===== src/rtl/game_ctrl_if.sv =====
// rtl/game_ctrl_if.sv - player/event inputs and sequencing outputs of game_ctrl
interface game_ctrl_if;
    logic       btn_start;
    logic       frame_tick;
    logic       hit;
    logic       goal;
    logic       start;
    logic       over;
    logic [1:0] state;
    logic [1:0] lives;
    logic [8:0] time_left;
    logic       won;

    modport master (
        output btn_start, frame_tick, hit, goal,
        input  start, over, state, lives, time_left, won
    );

    modport slave (
        input  btn_start, frame_tick, hit, goal,
        output start, over, state, lives, time_left, won
    );
endinterface


===== src/rtl/game_ctrl.sv =====
// rtl/game_ctrl.sv - game sequencer: button debounce, lives, level timer (GAME_CTRL_TIMER_EN)
module game_ctrl #(
    parameter int DEBOUNCE_CYCLES = 16,
    parameter int INIT_LIVES      = 3,
    parameter int INIT_TIME       = 300,
    parameter int FRAMES_PER_TICK = 24,
    parameter int DYING_FRAMES    = 60
) (
    input  logic       clk,
    input  logic       rst,
    game_ctrl_if.slave bus
);
    localparam int DB_W   = $clog2(DEBOUNCE_CYCLES + 1);
    localparam int FR_MAX = (FRAMES_PER_TICK > DYING_FRAMES) ? FRAMES_PER_TICK : DYING_FRAMES;
    localparam int FR_W   = $clog2(FR_MAX + 1);

    localparam logic [DB_W-1:0] DB_LAST    = DB_W'(DEBOUNCE_CYCLES - 1);
    localparam logic [FR_W-1:0] DYING_LAST = FR_W'(DYING_FRAMES - 1);
    localparam logic [1:0]      LIVES_INIT = 2'(INIT_LIVES);
    localparam logic [8:0]      TIME_INIT  = 9'(INIT_TIME);
`ifdef GAME_CTRL_TIMER_EN
    localparam logic [FR_W-1:0] TICK_LAST  = FR_W'(FRAMES_PER_TICK - 1);
`endif

    typedef enum logic [1:0] {
        IDLE    = 2'd0,
        PLAYING = 2'd1,
        DYING   = 2'd2,
        OVER    = 2'd3
    } state_t;

    state_t          st;
    logic            sync1, sync2, deb, deb_q;
    logic [DB_W-1:0] db_cnt;
    logic [FR_W-1:0] fr_cnt;
    logic            start_r, over_r, won_r;
    logic [1:0]      lives_r;
    logic [8:0]      time_r;
    logic            press, timeout, lose;

    assign press = deb & ~deb_q;
`ifdef GAME_CTRL_TIMER_EN
    assign timeout = (time_r == 9'd0);
`else
    assign timeout = 1'b0;
`endif
    assign lose = bus.hit | timeout;

    // Debounced level only moves after DEBOUNCE_CYCLES uninterrupted disagreeing samples.
    always_ff @(posedge clk) begin
        if (rst) begin
            sync1  <= 1'b0;
            sync2  <= 1'b0;
            deb    <= 1'b0;
            deb_q  <= 1'b0;
            db_cnt <= '0;
        end else begin
            sync1 <= bus.btn_start;
            sync2 <= sync1;
            deb_q <= deb;
            if (sync2 == deb) begin
                db_cnt <= '0;
            end else if (db_cnt == DB_LAST) begin
                deb    <= sync2;
                db_cnt <= '0;
            end else begin
                db_cnt <= db_cnt + 1'b1;
            end
        end
    end

    always_ff @(posedge clk) begin
        if (rst) begin
            st      <= IDLE;
            start_r <= 1'b0;
            over_r  <= 1'b0;
            won_r   <= 1'b0;
            lives_r <= 2'd0;
            time_r  <= 9'd0;
            fr_cnt  <= '0;
        end else begin
            start_r <= 1'b0;
            over_r  <= 1'b0;
            case (st)
                IDLE: begin
                    if (press) begin
                        st      <= PLAYING;
                        lives_r <= LIVES_INIT;
                        time_r  <= TIME_INIT;
                        fr_cnt  <= '0;
                        won_r   <= 1'b0;
                        start_r <= 1'b1;
                    end
                end
                PLAYING: begin
                    if (bus.goal) begin
                        st     <= OVER;
                        won_r  <= 1'b1;
                        over_r <= 1'b1;
                    end else if (lose) begin
                        if (lives_r == 2'd1) begin
                            lives_r <= 2'd0;
                            st      <= OVER;
                            won_r   <= 1'b0;
                            over_r  <= 1'b1;
                        end else begin
                            lives_r <= lives_r - 2'd1;
                            st      <= DYING;
                            fr_cnt  <= '0;
                        end
                    end
`ifdef GAME_CTRL_TIMER_EN
                    else if (bus.frame_tick) begin
                        if (fr_cnt == TICK_LAST) begin
                            fr_cnt <= '0;
                            if (time_r != 9'd0) time_r <= time_r - 9'd1;
                        end else begin
                            fr_cnt <= fr_cnt + 1'b1;
                        end
                    end
`endif
                end
                DYING: begin
                    if (bus.frame_tick) begin
                        if (fr_cnt == DYING_LAST) begin
                            st      <= PLAYING;
                            time_r  <= TIME_INIT;
                            fr_cnt  <= '0;
                            start_r <= 1'b1;
                        end else begin
                            fr_cnt <= fr_cnt + 1'b1;
                        end
                    end
                end
                OVER: begin
                    if (press) st <= IDLE;
                end
                default: st <= IDLE;
            endcase
        end
    end

    assign bus.start     = start_r;
    assign bus.over      = over_r;
    assign bus.state     = st;
    assign bus.lives     = lives_r;
    assign bus.time_left = time_r;
    assign bus.won       = won_r;
endmodule


===== src/flat_wrapper.sv =====
// flat-port wrapper written by rule: the top's interface ports become plain ports
module game_ctrl_flat 
#(
    parameter int DEBOUNCE_CYCLES = 16,
    parameter int INIT_LIVES      = 3,
    parameter int INIT_TIME       = 300,
    parameter int FRAMES_PER_TICK = 24,
    parameter int DYING_FRAMES    = 60
)
  (clk, rst, bus_btn_start, bus_frame_tick, bus_hit, bus_goal, bus_start, bus_over, bus_state, bus_lives, bus_time_left, bus_won);
  game_ctrl_if bus_i ();
  input  logic clk;
  input  logic rst;
  input wire logic [$bits(bus_i.btn_start)-1:0] bus_btn_start;
  input wire logic [$bits(bus_i.frame_tick)-1:0] bus_frame_tick;
  input wire logic [$bits(bus_i.hit)-1:0] bus_hit;
  input wire logic [$bits(bus_i.goal)-1:0] bus_goal;
  output wire logic [$bits(bus_i.start)-1:0] bus_start;
  output wire logic [$bits(bus_i.over)-1:0] bus_over;
  output wire logic [$bits(bus_i.state)-1:0] bus_state;
  output wire logic [$bits(bus_i.lives)-1:0] bus_lives;
  output wire logic [$bits(bus_i.time_left)-1:0] bus_time_left;
  output wire logic [$bits(bus_i.won)-1:0] bus_won;
  assign bus_i.btn_start = bus_btn_start;
  assign bus_i.frame_tick = bus_frame_tick;
  assign bus_i.hit = bus_hit;
  assign bus_i.goal = bus_goal;
  assign bus_start = bus_i.start;
  assign bus_over = bus_i.over;
  assign bus_state = bus_i.state;
  assign bus_lives = bus_i.lives;
  assign bus_time_left = bus_i.time_left;
  assign bus_won = bus_i.won;
  game_ctrl #(.DEBOUNCE_CYCLES(DEBOUNCE_CYCLES), .INIT_LIVES(INIT_LIVES), .INIT_TIME(INIT_TIME), .FRAMES_PER_TICK(FRAMES_PER_TICK), .DYING_FRAMES(DYING_FRAMES)) u_core (.clk(clk), .rst(rst), .bus(bus_i));
endmodule

===== config.mk =====
export PLATFORM = sky130hd
export DESIGN_NAME = game_ctrl_flat
export DESIGN_NICKNAME = d
export VERILOG_FILES = /design/src/rtl/game_ctrl_if.sv /design/src/rtl/game_ctrl.sv /design/src/flat_wrapper.sv
export SDC_FILE = /design/constraint.sdc
export NUM_CORES = 1
export LEC_CHECK = 0
export ABC_AREA = 1
export CAP_MARGIN = 10
export CORE_MARGIN = 1.5
export CORE_UTILIZATION = 51
export DETAILED_ROUTE_END_ITERATION = 6
export PLACE_DENSITY = 0.78
export RECOVER_POWER = 50
export SYNTH_ARGS = -nofsm -noshare
export SYNTH_HDL_FRONTEND = slang
export SYNTH_SLANG_ARGS = --single-unit
export TNS_END_PERCENT = 5

===== constraint.sdc =====
create_clock -name clk -period 1.6 [get_ports clk]
set_input_delay 0.24 -clock clk [delete_from_list [all_inputs] [get_ports clk]]
set_output_delay 0.24 -clock clk [all_outputs]
set_load 0.01 [all_outputs]

Word level (Yosys, flattened, before mapping)
Cells that the tools add are included.
Operators by class
  shift-type cells: 0
  div/mod/pow operators: 0
  bitwise gates (word level): 4
  $mul: 0
  add/sub/neg operators: 3
  multiplexer cells: 36
  $lt $le $gt $ge: 0
  reduce and logical (&&, ||, !) cells: 12
  equal/unequal tests: 16
Operators with widths (count)
  6-bit two-way mux: 6
  9-bit two-way mux: 3
  2-bit two-way mux: 10
  6-bit one-hot mux with 3 select lines: 1
  9-bit one-hot mux with 2 select lines: 1
  4-bit AND reduction: 3
  1-bit two-way mux: 11
  2-bit != test (second input constant): 4
  2-bit one-hot mux with 4 select lines: 1
  6-bit by 1-bit adder with 6-bit output (second input constant): 1
  6-bit equality test (second input constant): 1
  2-bit by 1-bit != test with 1-bit output (second input constant): 3
  6-bit AND reduction: 1
  5-bit by 1-bit adder with 5-bit output (second input constant): 1
  5-bit by 4-bit equality test with 1-bit output (second input constant): 1
  5-bit AND reduction: 1
  2-bit by 1-bit equality test with 1-bit output (second input constant): 2
  2-bit equality test (second input constant): 2
  1-bit one-hot mux with 2 select lines: 2
  2-bit one-hot mux with 2 select lines: 1
  2-bit nonzero test: 2
  3-bit by 2-bit != test with 1-bit output (second input constant): 1
  3-bit != test (second input constant): 1
  1-bit inverter: 3
  other kinds (8): 8
Storage, ports and cells
  memories: 0
  bits in read-only memories: 0
  logic and storage cells: 83
  bits in latches: 0
  bits in registers: 31
  memory bits (writable): 0

Longest topological paths before layout
  depth in word-level cells: 5
  mapped depth: 9

Least setup slack after synthesis
No wires, ideal clock.
  path kind: flip-flop to flip-flop
  from: register u_core.lives_r[1] (netlist: u_core.bus.lives[1])
  to: register u_core.fr_cnt[1]
  library setup time: 0.114 ns
  arrival: 1.302 ns
  slack: 0.184 ns
  cell stages (with the launch flop): 9
  period minus slack after synthesis: 1.416 ns
  cell sequence: dfxtp_1 > inv_1 > ha_1 > nor2_1 > nor2_4 > nor3_4 > nand2_1 > nand2_1 > nor2_2
Between the ends
  longest elaborated chain between the ends: 3
Ends and longest elaborated chain
  start: declaration: RTL line game_ctrl.sv:37  | logic [1:0] lives_r;
  start signal: assignment: RTL line game_ctrl.sv:107  | lives_r <= lives_r - 2'd1;
  2-bit by 1-bit equality test with 1-bit output: RTL line game_ctrl.sv:101  | if (lives_r == 2'd1) begin
  2-bit != test (no line)
  6-bit AND reduction (no line)
  end signal: assignment: RTL line game_ctrl.sv:131  | fr_cnt <= fr_cnt + 1'b1;
  end: declaration: RTL line game_ctrl.sv:35  | logic [FR_W-1:0] fr_cnt;
Every way passes these cells.
A chain may end at the register's enable or synchronous reset.

Final worst setup path
  from: register u_core.st[0] (netlist: u_core.bus.state[0])
  to: output port bus_state[0]
RTL lines
  start: declaration: RTL line game_ctrl.sv:32  | state_t st;
  start signal: assignment: RTL line game_ctrl.sv:74  | st <= IDLE;
  start signal: assignment: RTL line game_ctrl.sv:87  | st <= PLAYING;
  start signal: assignment: RTL line game_ctrl.sv:97  | st <= OVER;
  end: declaration: RTL line flat_wrapper.sv:20  | output wire logic [$bits(bus_i.state)-1:0] bus_state;
No word-level cell between the ends.

==> reports/results.ini <==
[hold_path]
hold_depth=2
min_to=u_core.sync2
hold_path.class=reg2reg
min-delay-start=u_core.sync1

[floorplanning]
die_h_um=51.8
io_pins=22
num_rows=17
dieWidth_um=51.8
dieArea_um2=2680
start_util_pct=54.3
core-area_um2=2230

[logic_synthesis]
seq_area_frac_synth_pct=38.0
synth_enable_flop_cells=0
synthDistinctLibCells=25
synth_top_cell_by_area=dfxtp_1
synthTopCellsByArea=dfxtp_1 (38%), nand2_1 (9.6%), nor2_1 (9.0%), inv_1 (7.4%), buf_4 (5.0%)
ys_ff_latch=23
syn_area_um2=1210
async_reset_ff_share_pct=0
synth_ff_type=dfxtp_1
yosys_warnings=0
syn_avg_cell_area_um2=7.09
yosysTopAreaCellShare_pct=38.0
synthCells=171

[cts]
insertion_delay_ns=0.31
cts_inserted_buffers=3
cts_tree=yes
clockRootBuffer=clkbuf_4
clkSlewWorstSetupHoldPaths_ns=0.12
ctsLongestPathBuffers=2
cts.sinks=23
htree_levels=1

[sta]
fmax_ghz=0.655
grt_setup_unrepaired=true
setup_violations=0
fin_crit_sh_pct=95.4
clock_skew_ns=0.00397
fin_crit_ns=1.53
finalMaxSlewViolations=0
fin_ws_ns=0.0737
hold_viol_final=0

[worst_setup_path]
crit_arrival_ns=1.29
reg2reg_to=u_core.db_cnt[4]
rr_startpoint=u_core.db_cnt[0]
slowest_stage=clkdlybuf4s50_1
cp_top_family=buffers and inverters
worst_setup_path_end_kind=output port
critPathLaunchType=flip-flop
crit_type=reg2out
worstPathCellList=clkdlybuf4s50_1
r2r_cells=8
crit_fanout=7
cp.required_ns=1.36
r2r_slack_ns=0.12
crit_buf_inv=1
max_stage_delay_ns=0.56

[grt]
grt_pass1_vias=895
overflow=0
grt_max_degree=14
antenna_found_initial=0
grt_pass1_wl_um=3680
grt_usage_pct=18.0

[placed_design]
place_hpwl_um=1680
dpl-instance-area_um2=1370
routabilityCongestion=0.773
dpl_worst_slack_ns=0.0180
io_buffers=16

[job]
cap_violations=0

[drt]
num_vias=1062
ant_nets=0
dr_wl_met2_um=1050
first_pass_iters=5
wl_met1_um=1020
dr_wl_met3_um=67
highest_layer=met4
drt_iter0_markers=14
routed_wl_um=2170
via_per_inst=4.89
wl_per_cell_um=9.99
drc=0

[finish]
fin_nets=200
antenna_cells=0
utilization_pct=63.2
final_area_um2=1410
drive_gt1_share_pct=14.8
syn2layout_area_growth_pct=16.4

[status]
outcome=finished, final reports clean

[power]
power_density_nw_per_um2=1330
leakage_nw=0.589
design_power_total_mw=1.88
max-vdd-ir-drop_mv=1.11

-- cell type report --
type,count,area [µm²]
multi-input combinational,116,599
sequential,23,465
clock inverter,1,5.00
fill,210,822
clock buffer,3,22.5
tap,28,35.0
timing repair buffer,20,186
inverter,26,97.6
-- where the power goes --
part	leakage, nW	switching [mW]	internal (mW)	total (mW)
Clock	0.0177	0.172	0.0935	0.265
Sequential	0.189	0.102	0.666	0.769
Combinational	0.383	0.484	0.365	0.849
-- stage by stage --
stage	hold WS, ns	std cells	setup TNS, ns
finish	0.418	217	0
detailed placement	0.400	211	0
CTS	0.420	215	0
global placement	0.391	211	0
floorplan	0.302	175	0
global route	0.435	217	-0.00460
-- cell families after synthesis --
group / synth area share, %
other: 0.309
XOR/XNOR: 0.723
AND/OR/NAND/NOR: 34.9
adder cells (fa/ha/maj): 4.13
AO/OA/AOI/OAI: 8.26
buffers and inverters: 13.7
flip-flops: 38.0
-- what timing repair did --
item | in CTS | in global routing
setup endpoints to repair | 1 | 9
endpoints found under the hold margin | 0 | 0
buffers inserted | 0 | 2
gates resized for setup | 1 | 5
hold buffers | 0 | 0
-- routing by layer --
| layer | track usage (%) | vias to the layer above |
|---|---|---|
| li1 | - | 558 |
| met1 | 22.1 | 485 |
| met2 | 32.3 | 17 |
| met3 | 2.59 | 2 |
| met4 | 5.26 | 0 |
| met5 | 0 | - |
-- Yosys cell counts (2+ instances only) --
cell,number
inv_1,24
o21ai_0,5
nand4_1,5
nor2_1,29
a21oi_1,9
nand2_4,2
ha_1,4
dfxtp_1,23
nand2_2,3
nand3_1,10
nor2_2,3
nand2_1,31
inv_2,2
a21oi_2,2
buf_4,8
nor2_4,2
-- cells in the final DEF, fill, tap and decap left out --
master | netlist | routed
inv_2 | 2 | 2
inv_1 | 24 | 24
xor2_1 | 1 | 1
clkinv_2 | 0 | 1
conb_1 | 1 | 5
nor3_4 | 1 | 1
nor2_2 | 3 | 4
nor2_4 | 2 | 1
nand4_1 | 5 | 5
clkbuf_4 | 0 | 3
clkbuf_1 | 1 | 1
buf_4 | 8 | 3
nor2_1 | 29 | 29
o21ai_0 | 5 | 5
a21oi_2 | 2 | 3
nand2_4 | 2 | 2
ha_1 | 4 | 4
nand3_1 | 10 | 10
clkdlybuf4s50_1 | 0 | 16
a21oi_1 | 9 | 8
nand2_1 | 31 | 31
nor3b_1 | 1 | 1
o21ai_1 | 1 | 1
nand3_2 | 1 | 1
o211ai_1 | 1 | 1
dfxtp_1 | 23 | 19
dfxtp_2 | 0 | 4
nand2_2 | 3 | 3
-- worst max path at each step --
| stage | slack, ns | to | cells past startpoint | startpoint |
|---|---|---|---|---|
| after detailed placement | 0.02 | u_core.fr_cnt[1] | 7 | bus_goal |
| after global routing | -0.005 | u_core.db_cnt[4] | 8 | u_core.db_cnt[0] |
| after floorplan | 0.18 | u_core.fr_cnt[1] | 8 | u_core.bus.lives[1] |
| after CTS | 0.009 | bus_state[1] | 1 | u_core.bus.state[1] |
| after global placement | 0.05 | u_core.fr_cnt[1] | 7 | bus_goal |
| final | 0.07 | bus_state[0] | 1 | u_core.bus.state[0] |
-- sequential cells by signal, summed over array words and instances, names as in the netlist --
signal	count
u_core.bus.state	2
u_core.bus.won	1
u_core.deb_q	1
u_core.sync2	1
u_core.deb	1
u_core.bus.lives	2
u_core.db_cnt	5
u_core.bus.start	1
u_core.bus.time_left	1
u_core.sync1	1
u_core.fr_cnt	6
u_core.bus.over	1
Note: power is estimated with default switching activity, not from simulation.
